===== src/rtl/uart_fifo_param.sv =====
// -----------------------------------------------------------------------------
// uart_fifo_param
//
// Fabric-register FIFO for the UART 16550 data path. One instance is used per
// direction (Rx and Tx). Entries are DATA_WIDTH bits wide and the FIFO holds
// DEPTH = 2**ADDR_WIDTH entries in FIFO mode, or a single entry in 16550
// holding-register (non-FIFO) mode. The head entry is presented show-ahead.
//
// Ports
//   WBs_CLK_i      in   fabric clock, all logic on the rising edge
//   WBs_RSTn_i     in   synchronous active-low reset
//   FIFO_Enable_i  in   1 = FIFO mode (capacity DEPTH), 0 = holding register
//   Flush_i        in   synchronous flush of pointers and level
//   Push_i         in   write strobe, one entry per cycle
//   Push_DAT_i     in   write data
//   Pop_i          in   read strobe, one entry per cycle
//   Pop_DAT_o      out  head entry (show-ahead), zero while empty
//   Trig_Level_i   in   trigger threshold, 0 disables the trigger
//   Clr_Err_i      in   clears the sticky error flags
//   Level_o        out  current occupancy, 0..DEPTH
//   Empty_o        out  Level_o == 0
//   Full_o         out  Level_o == capacity
//   Trig_o         out  occupancy has reached Trig_Level_i
//   Overflow_o     out  sticky: a push was dropped
//   Underflow_o    out  sticky: a pop was ignored
// -----------------------------------------------------------------------------
module uart_fifo_param #(
    parameter int DATA_WIDTH = 11,
    parameter int ADDR_WIDTH = 4
) (
    input  logic                  WBs_CLK_i,
    input  logic                  WBs_RSTn_i,
    input  logic                  FIFO_Enable_i,
    input  logic                  Flush_i,
    input  logic                  Push_i,
    input  logic [DATA_WIDTH-1:0] Push_DAT_i,
    input  logic                  Pop_i,
    output logic [DATA_WIDTH-1:0] Pop_DAT_o,
    input  logic [ADDR_WIDTH:0]   Trig_Level_i,
    input  logic                  Clr_Err_i,
    output logic [ADDR_WIDTH:0]   Level_o,
    output logic                  Empty_o,
    output logic                  Full_o,
    output logic                  Trig_o,
    output logic                  Overflow_o,
    output logic                  Underflow_o
);

    localparam int                DEPTH     = 2 ** ADDR_WIDTH;
    localparam logic [ADDR_WIDTH:0] DEPTH_LVL = (ADDR_WIDTH + 1)'(DEPTH);
    localparam logic [ADDR_WIDTH:0] ONE_LVL   = (ADDR_WIDTH + 1)'(1);

    logic [DATA_WIDTH-1:0] mem [DEPTH];
    logic [ADDR_WIDTH-1:0] wr_ptr;
    logic [ADDR_WIDTH-1:0] rd_ptr;
    logic [ADDR_WIDTH:0]   level_q;
    logic [ADDR_WIDTH:0]   level_d;
    logic [ADDR_WIDTH:0]   capacity;
    logic                  mode_q;
    logic                  flush;
    logic                  is_empty;
    logic                  is_full;
    logic                  push_ok;
    logic                  pop_ok;
    logic                  ovf_set;
    logic                  udf_set;

    // Accept decisions and next occupancy.
    // NOTE: every signal written here gets a default first so no latch is inferred.
    always_comb begin
        capacity = FIFO_Enable_i ? DEPTH_LVL : ONE_LVL;
        // Any change of FIFO_Enable_i against its registered copy flushes the
        // FIFO on the edge that first samples the new mode (16550 FCR rule).
        flush    = Flush_i | (FIFO_Enable_i != mode_q);
        is_empty = (level_q == '0);
        is_full  = (level_q == capacity);

        // A full FIFO still accepts a push when a pop frees the slot the same cycle.
        pop_ok   = !flush && Pop_i && !is_empty;
        push_ok  = !flush && Push_i && (!is_full || Pop_i);
        ovf_set  = !flush && Push_i && !Pop_i && is_full;
        udf_set  = !flush && Pop_i && is_empty;

        level_d  = level_q;
        if (flush) begin
            level_d = '0;
        end else if (push_ok && !pop_ok) begin
            level_d = level_q + ONE_LVL;
        end else if (pop_ok && !push_ok) begin
            level_d = level_q - ONE_LVL;
        end
    end

    // Pointers, registered flags and sticky errors.
    // NOTE: sequential state uses non-blocking assignments only, so every
    // register samples the pre-edge values of its neighbours.
    always_ff @(posedge WBs_CLK_i) begin
        if (!WBs_RSTn_i) begin
            wr_ptr      <= '0;
            rd_ptr      <= '0;
            level_q     <= '0;
            Empty_o     <= 1'b1;
            Full_o      <= 1'b0;
            Trig_o      <= 1'b0;
            Overflow_o  <= 1'b0;
            Underflow_o <= 1'b0;
            // Track the live mode so leaving reset never causes a spurious flush.
            mode_q      <= FIFO_Enable_i;
        end else begin
            mode_q <= FIFO_Enable_i;

            if (flush) begin
                wr_ptr <= '0;
                rd_ptr <= '0;
            end else begin
                if (push_ok) wr_ptr <= wr_ptr + 1'b1;
                if (pop_ok)  rd_ptr <= rd_ptr + 1'b1;
            end

            level_q <= level_d;
            Empty_o <= (level_d == '0);
            Full_o  <= (level_d == capacity);
            // Re-evaluated every cycle so a threshold change lands one cycle later.
            Trig_o  <= (Trig_Level_i != '0) && (level_d >= Trig_Level_i);

            // Set wins over clear when both happen in the same cycle.
            if (ovf_set)        Overflow_o  <= 1'b1;
            else if (Clr_Err_i) Overflow_o  <= 1'b0;
            if (udf_set)        Underflow_o <= 1'b1;
            else if (Clr_Err_i) Underflow_o <= 1'b0;
        end
    end

    // Storage array.
    // NOTE: the array has no reset; stale contents are unreachable because the
    // read data is masked while empty, and a reset-free array maps to plain flops.
    always_ff @(posedge WBs_CLK_i) begin
        if (WBs_RSTn_i && push_ok) begin
            mem[wr_ptr] <= Push_DAT_i;
        end
    end

    assign Level_o   = level_q;
    assign Pop_DAT_o = Empty_o ? '0 : mem[rd_ptr];

endmodule

===== config.mk =====
export PLATFORM = sky130hd
export DESIGN_NAME = uart_fifo_param
export DESIGN_NICKNAME = d
export VERILOG_FILES = /design/src/rtl/uart_fifo_param.sv
export SDC_FILE = /design/constraint.sdc
export NUM_CORES = 1
export LEC_CHECK = 0
export BUFFER_PORTS_ARGS = -buffer_cell sky130_fd_sc_hd__buf_2
export CELL_PAD_IN_SITES_DETAIL_PLACEMENT = 1
export CELL_PAD_IN_SITES_GLOBAL_PLACEMENT = 1
export CORE_ASPECT_RATIO = 0.7
export CORE_MARGIN = 8
export CORE_UTILIZATION = 47
export DETAILED_ROUTE_END_ITERATION = 6
export PLACE_DENSITY = 0.76
export SLEW_MARGIN = 20
export SYNTH_ARGS = -nofsm -noshare
export SYNTH_HDL_FRONTEND = slang
export SYNTH_SLANG_ARGS = --single-unit

===== constraint.sdc =====
create_clock -name WBs_CLK_i -period 3.7 [get_ports WBs_CLK_i]
set_clock_uncertainty 0.2 [all_clocks]
set_input_delay 0.37 -clock WBs_CLK_i [delete_from_list [all_inputs] [get_ports WBs_CLK_i]]
set_output_delay 0.37 -clock WBs_CLK_i [all_outputs]
set_load 0.02 [all_outputs]

# Word level (Yosys, flattened, before mapping)
# Memories as Yosys holds them, arrays and structs flattened. A register that Yosys moved wholly into a read port is not among the register bits.
# Index checks and enable logic that the tools add are counted.
[totals]
memories = 1
inputBits = 23
wordCells = 56
ram_bits = 176
output_inout_bits = 21
reg_bits = 19
[memory_table]
columns = ["name", "depth", "word_bits", "read_ports", "rd_ports_with_merged_regs", "wr", "line_no", "text"]
rows = [
  ["mem", 16, 11, 1, 1, 1, "53", "logic [DATA_WIDTH-1:0] mem [DEPTH];"],
]
[classes]
order_cmp = 1
reduce_logical = 24
eq_ne = 3
n_bitwise = 2
muxes = 12
addsub = 4
[ops]
columns = ["operator", "n"]
rows = [
  ["2-to-1 mux 5 bit", 4],
  ["logical AND 1 bit", 11],
  ["2-to-1 mux 11 bit", 1],
  ["== test 5 bit", 2],
  ["zero test 5 bit", 2],
  ["adder 4 x 1 -> 4 bit (second input constant)", 2],
  ["2-to-1 mux 4 bit", 2],
  ["zero test 1 bit", 6],
  ["adder 5 x 1 -> 5 bit (second input constant)", 1],
  ["greater-or-equal comparator 5 bit", 1],
  ["2-to-1 mux 1 bit", 5],
  ["nonzero test 5 bit", 1],
  ["subtractor 5 x 1 -> 5 bit (second input constant)", 1],
  ["nonzero test 2 bit", 2],
  ["OR reduction 2 bit", 1],
  ["logical OR 1 bit", 1],
  ["inequality test 1 bit", 1],
  ["inverter 1 bit", 1],
  ["OR 1 bit", 1],
]

# Logic depth before layout (Yosys ltp)
# Gate-level depths: netlist of run 1.
[logic_depth]
ltp_word = 12
depth_mapped = 16

# Worst setup path before layout of run 1
# No wires, ideal clock.
[synth_path]
kind = "reg2reg"
startpoint = "register level_q[0], in the netlist Level_o[0]"
endpoint = "register Trig_o"
path_stages_with_launch = 17
setup_slack_ps = 527
n_path_buf = 0
arrival_time_ps = 2856
period_less_slack_ps = 3173
t_required_ps = 3383
cell_sequence = "dfxtp_1 inv_1 ha_1 nor4b_2 nor4b_4 xnor2_1 xnor2_1 nor2_1 inv_1 ha_1 nand2b_1 a21oi_1 nor2b_1 o21ai_0 nand2b_1 a21oi_1 nor2_1"
[synth_via]
elab_chain_cells = 11
elab_cells_between_ends = 18
[synth_rtl]
columns = ["item", "line_no", "text"]
rows = [
  ["start: declaration", "56", "logic [ADDR_WIDTH:0] level_q;"],
  ["start signal: assignment", "120", "level_q <= level_d;"],
  ["== test 5 bit", "76", "is_full = (level_q == capacity);"],
  ["zero test 1 bit", "80", "push_ok = !flush && Push_i && (!is_full || Pop_i);"],
  ["logical OR 1 bit", "80", ""],
  ["logical AND 1 bit", "80", ""],
  ["zero test 1 bit", "89", "end else if (pop_ok && !push_ok) begin"],
  ["logical AND 1 bit", "89", ""],
  ["2-to-1 mux 5 bit", "89", ""],
  ["2-to-1 mux 5 bit *", "87", "end else if (push_ok && !pop_ok) begin"],
  ["2-to-1 mux 5 bit *", "85", "if (flush) begin"],
  ["greater-or-equal comparator 5 bit *", "124", "Trig_o <= (Trig_Level_i != '0) && (level_d >= Trig_Level_i);"],
  ["logical AND 1 bit *", "124", ""],
  ["end signal: assignment", "124", ""],
  ["end: declaration", "44", "output logic Trig_o,"],
]
# Mark *: on every way between the ends. The rest lies on a longest branch, timed or not.
# A chain may end at the register's enable or synchronous reset.

# Worst setup path in the final report of run 1
[layout_path]
startpoint = "input FIFO_Enable_i"
endpoint = "register Trig_o"
[layout_via]
elab_chain_cells = 12
elab_cells_between_ends = 20
[layout_rtl]
columns = ["item", "line_no", "text"]
rows = [
  ["start: declaration", "33", "input logic FIFO_Enable_i,"],
  ["2-to-1 mux 5 bit or inequality test 1 bit (tied branches)", "71, 74", ""],
  ["== test 5 bit or OR 1 bit (tied branches)", "76, 74", ""],
  ["zero test 1 bit, on equally long branches", "80, 79", ""],
  ["logical OR 1 bit or logical AND 1 bit (tied branches)", "80", ""],
  ["logical AND 1 bit", "80", ""],
  ["zero test 1 bit", "89", ""],
  ["logical AND 1 bit", "89", ""],
  ["2-to-1 mux 5 bit", "89", ""],
  ["2-to-1 mux 5 bit", "87", ""],
  ["2-to-1 mux 5 bit *", "85", ""],
  ["via level_d[1]", "57", "logic [ADDR_WIDTH:0] level_d;"],
  ["greater-or-equal comparator 5 bit *", "124", ""],
  ["logical AND 1 bit *", "124", ""],
]
# Mark *: on every way through the listed nets, which the timed path passes. The rest lies on a longest branch.

==> impl_metrics.py, run 1 <==
metrics = {
    "sta": {
        "finalCritPeriodShare": 0.906,
        "setup_viol": 0,
        "min_period_ns": 3.35,
        "worst_pin_slew_ns": 0.914,
        "max-slew-margin-rel": 0.390,
        "timing_hold_violations_final": 0,
        "fin_tns_setup_ns": 0,
        "hold_ws_ns": 0.0465,
        "fmax_ghz": 0.298,
        "report.final.slew_viol_count": 0,
        "rsz0062_at_grt": "no",
    },
    "detailed_routing": {
        "drt-pass1-iter-count": 4,
        "drc": 0,
        "wl_met2_mm": 8.65,
        "vias_per_cell": 5.50,
        "wl_met1_mm": 7.65,
        "wire_per_inst_um": 24.1,
        "routed.top_layer": "met4",
        "drt_first_iter_violations": 369,
        "via_count": 4026,
        "totalWireLength_mm": 17.6,
        "wl_met3_mm": 1.15,
        "drtAntennaViolNets": 0,
    },
    "worst_setup_path": {
        "slowest_delay_ns": 0.53,
        "crit_fanout": 17,
        "path_class": "input port to register",
        "cp.required_ns": 3.82,
        "reg2reg_from": "Level_o[0]$_SDFF_PN0_",
        "reg2reg_slack_ns": 0.36,
        "cp_data_arrival_time_ns": 3.47,
        "cp-start-kind": "input port",
        "worstReg2RegEnd": "Trig_o$_SDFF_PN0_",
        "critPathSlowestCell": "dlygate4sd3_1",
        "critPathCaptureType": "register",
        "path_cells": "dlygate4sd3_1 -> buf_2 -> or3b_2 -> a21oi_4 -> nor2_2 -> buf_4 -> o21ai_0 -> nand3_1 -> o21ai_0 -> nor2_1 -> ha_1 -> a21oi_1 -> nor2b_1 -> o21ai_0 -> nand2b_1 -> a21oi_1 -> nor2_1",
        "rr_worst_depth": 15,
        "cp_common_cell": "o21ai_0",
    },
    "die": {
        "die_width_um": 172,
        "dieArea_um2": 21600,
        "core-area_um2": 17000,
        "die-height_um": 126,
        "ios": 44,
        "start_util": 0.475,
        "num_rows": 40,
    },
    "synth": {
        "ys_async_sr_fraction": 0,
        "synth.avg_cell_area_um2": 19.1,
        "synthesis.area_um2": 8050,
        "synth_cell_types": 45,
        "synth-simple-area-share": 0.0639,
        "synth-edff-count": 176,
        "synthAdderAreaFrac": 0.0202,
        "synth_flop_cell": "edfxtp_1",
        "synthXorXnorAreaFrac": 0.0120,
        "synth_warnings": 0,
        "syn_nets": 457,
        "synthCells": 421,
        "synth_mux_area_frac": 0.159,
        "yosysSeqAreaShare": 0.714,
        "synth_compound_area_frac": 0.0171,
        "synth_top_family_by_area": "multiplexers",
        "synth_seq_cells": 199,
    },
    "pwr": {
        "leakage_nw": 3.02,
        "power_frac_comb": 0.022,
        "switching_power_mw": 0.855,
        "p_seq_frac": 0.566,
        "vdd_ir_drop_max_uv": 231,
        "switching_share": 0.198,
        "p_int_mw": 3.47,
        "pwr-share-clk": 0.412,
        "p_per_area_nw_per_um2": 468,
    },
    "cts": {
        "cts_sinks": 199,
        "path_clk_slew_ns": 0.07,
        "cts-root-buf": "clkbuf_16",
        "post_cts.repair.setup_buffers": 0,
        "cts_buffer_depth": 2,
        "numCtsBuffers": 17,
        "cts_resized": 0,
        "clk_latency_ns": 0.43,
        "tritoncts": "built",
        "cts_max_level": 4,
    },
    "worst_hold_path": {
        "worstHoldPathType": "input port to register",
        "hold_path_end": "Trig_o$_SDFF_PN0_",
        "holdCritStartpoint": "Trig_Level_i[4]",
        "hold_depth": 3,
    },
    "layout": {
        "layout_commonest_cell": "edfxtp_1",
        "layout_common_cells": "edfxtp_1 (176), mux4_2 (55), buf_2 (43)",
        "nNetsFinal": 524,
        "drive_gt1_frac": 0.323,
        "num_antenna_cells": 0,
        "area_growth_pct": 14.9,
    },
    "place": {
        "io_buffers": 43,
        "routabilityCongestion": 0.824,
        "dp_hpwl_mm": 11.8,
    },
    "global_routing": {
        "grt_max_degree": 45,
        "grt_pass1_wl_mm": 27.3,
        "grt_pass1_vias": 4484,
        "antenna_found_initial": 0,
        "grt-ovfl-total": 0,
        "grt_util_all_layers": 0.173,
    },
    "flow_run": {
        "maxCapViolCount": 0,
    },
    "run_status": {
        "outcome": "finished, final reports clean",
    },
}
==> cells in the mapped netlist (2+ instances only) <==
cell type,n,area share
a21oi_1,5,0.0031
and2_1,4,0.0031
and3_1,5,0.0039
and3_2,2,0.0019
buf_1,2,0.00093
buf_2,5,0.0031
clkbuf_1,10,0.0047
dfxtp_1,23,0.057
edfxtp_1,176,0.66
ha_1,13,0.020
inv_1,11,0.0051
mux2i_1,4,0.0050
mux4_2,55,0.15
nand2_1,13,0.0061
nand2b_1,2,0.0016
nand3_1,6,0.0037
nand3b_1,3,0.0028
nand4_1,2,0.0016
nor2_1,28,0.013
nor2b_1,13,0.010
o21ai_0,5,0.0031
or4_1,2,0.0019
xnor2_1,5,0.0054
xor2_1,6,0.0065
==> cells by family (layout without fill, tap and decap cells) <==
kind of cell	after synthesis	count (layout)
AOI/OAI and AO/OA	19	19
buffers and inverters	29	109
xor gates and xnor gates	11	11
muxes	59	59
DFF	199	199
adders and majority gates	13	13
and+or+nand+nor	91	91
==> worst max-delay path, delay by kind of cell <==
family                   cells  cell delay [ns]
AND/OR/NAND/NOR              7             0.93
AO/OA/AOI/OAI                6             0.96
adder cells (fa/ha/maj)      1             0.28
buffers and inverters        3             0.90
==> worst max-delay path by stage <==
stage	slack, ns	start	to
5_1_grt	0.06	Level_o[0]$_SDFF_PN0_	Trig_o$_SDFF_PN0_
2_1_floorplan	0.53	Level_o[0]$_SDFF_PN0_	Trig_o$_SDFF_PN0_
3_3_place_gp	0.51	Level_o[0]$_SDFF_PN0_	Trig_o$_SDFF_PN0_
3_5_place_dp	0.37	Level_o[0]$_SDFF_PN0_	Trig_o$_SDFF_PN0_
4_1_cts	0.32	register	Pop_DAT_o[7]
6_report	0.35	FIFO_Enable_i	Trig_o$_SDFF_PN0_
==> state kept, by name, indices dropped and copies added (netlist names), named ones only <==
| name | cells |
|---|---|
| wr_ptr | 4 |
| Empty_o | 1 |
| Underflow_o | 1 |
| rd_ptr | 4 |
| mem | 176 |
| Trig_o | 1 |
| mode_q | 1 |
| Level_o | 5 |
| Overflow_o | 1 |
| Full_o | 1 |
==> cell type report <==
class / count / area, um^2
clock inverters: 12 / 128
inverters: 11 / 41.3
clock buffers: 20 / 437
fillers: 1548 / 7720
multi-input cells: 193 / 2190
repair buffers: 66 / 415
well taps: 231 / 289
flip-flops and latches: 199 / 5750
==> metal layers <==
layer | vias up | track usage
li1 | 1808 | -
met1 | 2083 | 0.237
met2 | 123 | 0.275
met3 | 12 | 0.0374
met4 | 0 | 0.0480
met5 | - | 0
==> stage by stage <==
| step | std cells | total power [mW] | setup WS (ns) | util | area [um^2] |
|---|---|---|---|---|---|
| 4_1_cts | 732 | 4.36 | 0.324 | 0.545 | 9250 |
| 6_report | 732 | 4.32 | 0.349 | 0.545 | 9250 |
| 3_3_place_gp | 699 | 2.59 | 0.508 | 0.511 | 8670 |
| 3_5_place_dp | 699 | 2.59 | 0.374 | 0.511 | 8670 |
| 2_1_floorplan | 421 | 2.54 | 0.527 | - | 8050 |
| 5_1_grt | 732 | 4.44 | 0.0599 | 0.545 | 9250 |
==> timing repair <==
item                                    in CTS  in global routing
hold endpoints to repair                     1                  0
hold buffers                                 1                  0
endpoints found under the setup margin       0                  0
==> power by group through the flow <==
stage               combinational [mW]  sequential [mW]  clock, mW
global route                     0.107             2.45       1.88
CTS                             0.0984             2.45       1.81
floorplan                       0.0400             2.50          0
detailed placement              0.0969             2.50          0
global placement                0.0907             2.50          0
finish                          0.0967             2.45       1.78
No activity file was read; power rests on OpenSTA's default activity.
==> run 2: changes to the inputs <==
--- a/config.mk
+++ b/config.mk
@@ -12,6 +12,7 @@
 export CORE_MARGIN = 8
 export CORE_UTILIZATION = 47
 export DETAILED_ROUTE_END_ITERATION = 6
+export HOLD_SLACK_MARGIN = 0.12
 export PLACE_DENSITY = 0.76
 export SLEW_MARGIN = 20
 export SYNTH_ARGS = -nofsm -noshare
==> constraint.sdc (replaced) <==
create_clock -name WBs_CLK_i -period 3.7 [get_ports WBs_CLK_i]
set_clock_uncertainty 0.2 [all_clocks]
set_input_delay 0.185 -clock WBs_CLK_i [delete_from_list [all_inputs] [get_ports WBs_CLK_i]]
set_output_delay 0.185 -clock WBs_CLK_i [all_outputs]
set_load 0.02 [all_outputs]
==> run 2 against run 1 <==
Hold slack better by 0.12 ns. Non-clock buffer count up 16. Total power up 2.2%. Via count up 4.3%. Setup slack better by 0.00082 ns. Critical endpoint unchanged.
==> impl_metrics.py, run 2 (synthesized netlist as in run 1, its figures left out) <==
metrics = {
    "sta": {
        "fmax_ghz": 0.298,
        "finalCritPeriodShare": 0.905,
        "timing_hold_violations_final": 0,
        "fin_tns_setup_ns": 0,
        "worst_pin_slew_ns": 0.930,
        "setup_viol": 0,
        "rsz0062_at_grt": "no",
        "max-slew-margin-rel": 0.379,
        "report.final.slew_viol_count": 0,
        "min_period_ns": 3.35,
    },
    "detailed_routing": {
        "drc": 0,
        "drtAntennaViolNets": 0,
        "vias_per_cell": 5.61,
        "drt_first_iter_violations": 336,
        "totalWireLength_mm": 18.3,
        "wire_per_inst_um": 24.4,
        "drt-pass1-iter-count": 5,
        "via_count": 4198,
    },
    "cts": {
        "cts-root-buf": "clkbuf_16",
        "numCtsBuffers": 17,
        "post_cts.repair.setup_buffers": 0,
        "path_clk_slew_ns": 0.07,
        "tritoncts": "built",
        "cts_buffer_depth": 2,
        "cts_max_level": 4,
        "cts_sinks": 199,
        "clk_latency_ns": 0.43,
    },
    "die": {
        "num_rows": 40,
        "core-area_um2": 17000,
        "ios": 44,
        "start_util": 0.475,
        "dieArea_um2": 21600,
        "die-height_um": 126,
        "die_width_um": 172,
    },
    "pwr": {
        "total_power_mw": 4.42,
        "p_per_area_nw_per_um2": 468,
        "vdd_ir_drop_max_uv": 276,
        "leakage_nw": 3.10,
    },
    "worst_setup_path": {
        "reg2reg_slack_ns": 0.35,
        "critPathCaptureType": "register",
        "cp-start-kind": "register",
        "path_class": "register to register",
        "cp_data_arrival_time_ns": 3.48,
        "crit_fanout": 7,
        "cp.required_ns": 3.83,
    },
    "global_routing": {
        "grt-ovfl-total": 0,
        "antenna_found_initial": 0,
        "grt_util_all_layers": 0.179,
        "grt_max_degree": 25,
        "grt_pass1_vias": 4532,
        "grt_pass1_wl_mm": 27.9,
    },
    "place": {
        "io_buffers": 43,
        "routabilityCongestion": 0.839,
        "dp_hpwl_mm": 11.4,
    },
    "run_status": {
        "outcome": "finished, final reports clean",
    },
    "layout": {
        "area_growth_pct": 17.3,
        "layout_commonest_cell": "edfxtp_1",
        "layout_common_cells": "edfxtp_1 (176), mux4_2 (55), buf_2 (43)",
        "top_register": "mem",
        "largest_reg_flops": 176,
        "nNetsFinal": 540,
        "num_antenna_cells": 0,
        "utilization": 0.557,
        "drive_gt1_frac": 0.315,
    },
    "flow_run": {
        "maxCapViolCount": 0,
    },
    "worst_hold_path": {
        "worstHoldPathType": "input port to register",
    },
}
==> run 2: changes by cell type in the layout (fill, tap and decap cells not counted), sizes merged <==
cell         change
clkbuf           -2
inv              +4
clkinv           -2
dlygate4sd3     +20
buf              -4
==> run 2: final cells by class <==
cell class / count / area [um^2]
Timing Repair Buffer: 82 / 573
Inverter: 11 / 41.3
Fill cell: 1508 / 7520
Tap cell: 231 / 289
Clock inverter: 14 / 164
Multi-Input combinational cell: 193 / 2200
Sequential cell: 199 / 5750
Clock buffer: 18 / 429
==> run 2: power breakdown <==
part	leakage, nW	switching (mW)	internal, mW
combinational	1.05	0.0700	0.0446
sequential	1.77	0.00383	2.44
clock	0.279	0.841	1.02
==> run 2: per-stage QoR <==
step | cell area, um^2 | setup WS (ns) | instances | hold slack (ns)
4_1_cts | 9430 | 0.313 | 748 | 0.153
6_report | 9440 | 0.350 | 748 | 0.163
3_5_place_dp | 8630 | 0.333 | 695 | 0.208
3_3_place_gp | 8630 | 0.529 | 695 | 0.202
2_1_floorplan | 8050 | 0.527 | 421 | 0.0127
5_1_grt | 9440 | 0.0156 | 748 | 0.249
==> run 2: worst paths after layout <==
kind / start / end / cells past startpoint
worst min register to register: rd_ptr[1]$_SDFFE_PP0N_ / register / 2
worst min-delay path: Trig_Level_i[2] / Trig_o$_SDFF_PN0_ / 7
worst max register to register: Level_o[0]$_SDFF_PN0_ / Trig_o$_SDFF_PN0_ / 15
worst max-delay path: Level_o[0]$_SDFF_PN0_ / Trig_o$_SDFF_PN0_ / 15
==> run 2: repair_timing <==
action / CTS / global route
gates resized for setup: 0 / 3
endpoints found under the hold margin: 188 / 0
hold buffers: 21 / 0
setup endpoints to repair: 0 / 1
==> run 2: worst max-delay path, cell delays in order (launching register included) <==
cell	delay, ns
dfxtp_1	0.46
inv_1	0.14
ha_1	0.22
nor4b_2	0.19
or4b_4	0.56
o21ai_0	0.23
nand3_1	0.14
o21ai_0	0.14
nor2_1	0.08
ha_1	0.28
a21oi_1	0.13
nor2b_1	0.06
o21ai_0	0.15
nand2b_1	0.08
a21oi_1	0.14
nor2_1	0.05
==> run 2: metal layers <==
| layer | track usage | up-vias | wire [um] |
|---|---|---|---|
| met2 | 0.278 | 119 | 8820 |
| li1 | - | 1845 | - |
| met1 | 0.241 | 2213 | 8020 |
| met4 | 0.0576 | 0 | 282 |
| met5 | 0 | - | 0 |
| met3 | 0.0462 | 21 | 1150 |
==> run 3: changes to the inputs <==
--- a/config.mk
+++ b/config.mk
@@ -14,6 +14,7 @@
 export DETAILED_ROUTE_END_ITERATION = 6
 export HOLD_SLACK_MARGIN = 0.12
 export PLACE_DENSITY = 0.76
+export REMOVE_ABC_BUFFERS = 1
 export SLEW_MARGIN = 20
 export SYNTH_ARGS = -nofsm -noshare
 export SYNTH_HDL_FRONTEND = slang
==> run 3 against run 2 <==
Final cell count shrank 0.80%. Routed wire length grew 1.6%. Register-to-register slack lost 0.06 ns. Global-route usage grew 0.22 points. First-iteration DRC count shrank 9.8%. Critical path depth shrank 1. Largest cell class unchanged. Clock power shrank 13%. Sequential power is essentially flat. Non-clock buffer count shrank 3. Final area shrank 1.4%. Count of clock-buffer cells in the layout grew 1.
==> impl_metrics.py, run 3 (synthesized netlist as in run 1, its figures left out) <==
metrics = {
    "pwr": {
        "p_per_area_nw_per_um2": 449,
        "leakage_nw": 3.03,
        "vdd_ir_drop_max_uv": 285,
    },
    "layout": {
        "area_growth_pct": 15.7,
        "layout_commonest_cell": "edfxtp_1",
        "top_register": "mem",
        "layout_common_cells": "edfxtp_1 (176), mux4_2 (55), buf_2 (43)",
        "final_area_um2": 9310,
        "nFillCells": 1523,
        "largest_reg_flops": 176,
        "num_antenna_cells": 0,
        "nNetsFinal": 537,
        "drive_gt1_frac": 0.299,
    },
    "detailed_routing": {
        "drc": 0,
        "drt_first_iter_violations": 303,
        "totalWireLength_mm": 18.6,
        "drtAntennaViolNets": 0,
        "wire_per_inst_um": 25.0,
        "drt-pass1-iter-count": 4,
        "vias_per_cell": 5.51,
        "via_count": 4091,
    },
    "worst_setup_path": {
        "reg2reg_slack_ns": 0.29,
        "worstReg2RegEnd": "Trig_o$_SDFF_PN0_",
        "cp.required_ns": 3.83,
        "cp-start-kind": "register",
        "path_class": "register to register",
        "reg2reg_from": "Level_o[1]$_SDFF_PN0_",
        "critPathCaptureType": "register",
        "cp_data_arrival_time_ns": 3.54,
        "rr_worst_depth": 14,
        "crit_fanout": 8,
    },
    "sta": {
        "fmax_ghz": 0.293,
        "finalCritPeriodShare": 0.921,
        "max-slew-margin-rel": 0.299,
        "rsz0062_at_grt": "no",
        "fin_ws_ns": 0.291,
        "report.final.slew_viol_count": 0,
        "fin_tns_setup_ns": 0,
        "timing_hold_violations_final": 0,
        "setup_viol": 0,
        "worst_pin_slew_ns": 1.05,
        "min_period_ns": 3.41,
    },
    "global_routing": {
        "grt-ovfl-total": 0,
        "grt_pass1_wl_mm": 28.2,
        "grt_util_all_layers": 0.181,
        "grt_max_degree": 45,
        "grt_pass1_vias": 4463,
        "antenna_found_initial": 0,
    },
    "place": {
        "placed_cell_area_um2": 8620,
        "dp_hpwl_mm": 11.9,
        "routabilityCongestion": 0.846,
        "io_buffers": 43,
        "dp_slack_ns": 0.366,
    },
    "run_status": {
        "outcome": "finished, final reports clean",
    },
    "die": {
        "start_util": 0.475,
        "core-area_um2": 17000,
        "die-height_um": 126,
        "ios": 44,
        "die_width_um": 172,
        "num_rows": 40,
        "dieArea_um2": 21600,
    },
    "cts": {
        "clk_latency_ns": 0.43,
        "cts_max_level": 4,
        "cts-root-buf": "clkbuf_16",
        "cts_sinks": 199,
        "cts_buffer_depth": 2,
        "path_clk_slew_ns": 0.06,
        "tritoncts": "built",
        "numCtsBuffers": 17,
    },
    "flow_run": {
        "maxCapViolCount": 0,
    },
    "worst_hold_path": {
        "holdCritStartpoint": "Trig_Level_i[2]",
        "hold_path_end": "Trig_o$_SDFF_PN0_",
        "hold_depth": 7,
        "worstHoldPathType": "input port to register",
    },
}
run 3: cell count changes in the layout (fill, tap and decap cells not counted), sizes merged:
cell / delta
clkbuf: +1
dlygate4sd3: -1
buf: -2
inv: -5
clkinv: +3
bufinv: -2
run 3: how the worst max path moves through the flow:
stage	from	to	slack, ns	cells after the start
final	Level_o[1]$_SDFF_PN0_	Trig_o$_SDFF_PN0_	0.29	14
after global routing	Level_o[1]$_SDFF_PN0_	Trig_o$_SDFF_PN0_	0.006	14
after floorplan	register	Pop_DAT_o[0]	0.09	3
after global placement	Level_o[0]$_SDFF_PN0_	Trig_o$_SDFF_PN0_	0.48	15
after CTS	Level_o[0]$_SDFF_PN0_	Trig_o$_SDFF_PN0_	0.34	16
after detailed placement	Level_o[0]$_SDFF_PN0_	Trig_o$_SDFF_PN0_	0.37	14
run 3: power by group:
group | switching, mW | leakage (nW) | total (mW) | internal [mW]
combinational | 0.0705 | 1.03 | 0.114 | 0.0440
sequential | 0.00411 | 1.77 | 2.45 | 2.44
clock | 0.780 | 0.229 | 1.62 | 0.839
run 3: routing by layer:
layer  share of wire  GRT usage  wire length, um
met1            0.42      0.236             7770
met2            0.50      0.297             9310
met3           0.066     0.0418             1220
met4           0.014     0.0546              260
met5               0          0                0
run 3: metrics by stage:
stage / total power, mW / std cells / utilization / hold WS (ns)
after CTS: 4.21 / 742 / 0.549 / 0.165
after global routing: 4.30 / 742 / 0.549 / 0.214
final: 4.18 / 742 / 0.549 / 0.196
after detailed placement: 2.59 / 693 / 0.508 / 0.195
after floorplan: 2.54 / 403 / - / 0.0127
after global placement: 2.59 / 693 / 0.508 / 0.180
run 3: cell type report:
class	instances	area, um^2	area share
flip-flops and latches	199	5750	0.617
multi-input cells	193	2190	0.236
repair buffers	79	548	0.0588
inverters	11	41.3	0.00443
clock buffers	19	433	0.0465
clock inverters	10	60.1	0.00645
well taps	231	289	0.0310
run 3: worst max-delay path: stages (launching register included):
cell,delay (ns)
dfxtp_1,0.49
inv_1,0.12
ha_1,0.19
nor4b_2,0.18
or4b_1,0.64
o21ai_0,0.32
o21ai_0,0.16
nor2_1,0.12
ha_1,0.23
a21oi_1,0.12
nor2b_1,0.06
o21ai_0,0.17
nand2b_1,0.08
a21oi_1,0.16
nor2_1,0.05
run 3: timing repair:
action	4_1_cts	5_1_grt
hold buffers	20	0
gates resized for setup	0	1
setup buffers	0	0
hold endpoints to repair	186	0
endpoints found under the setup margin	0	1
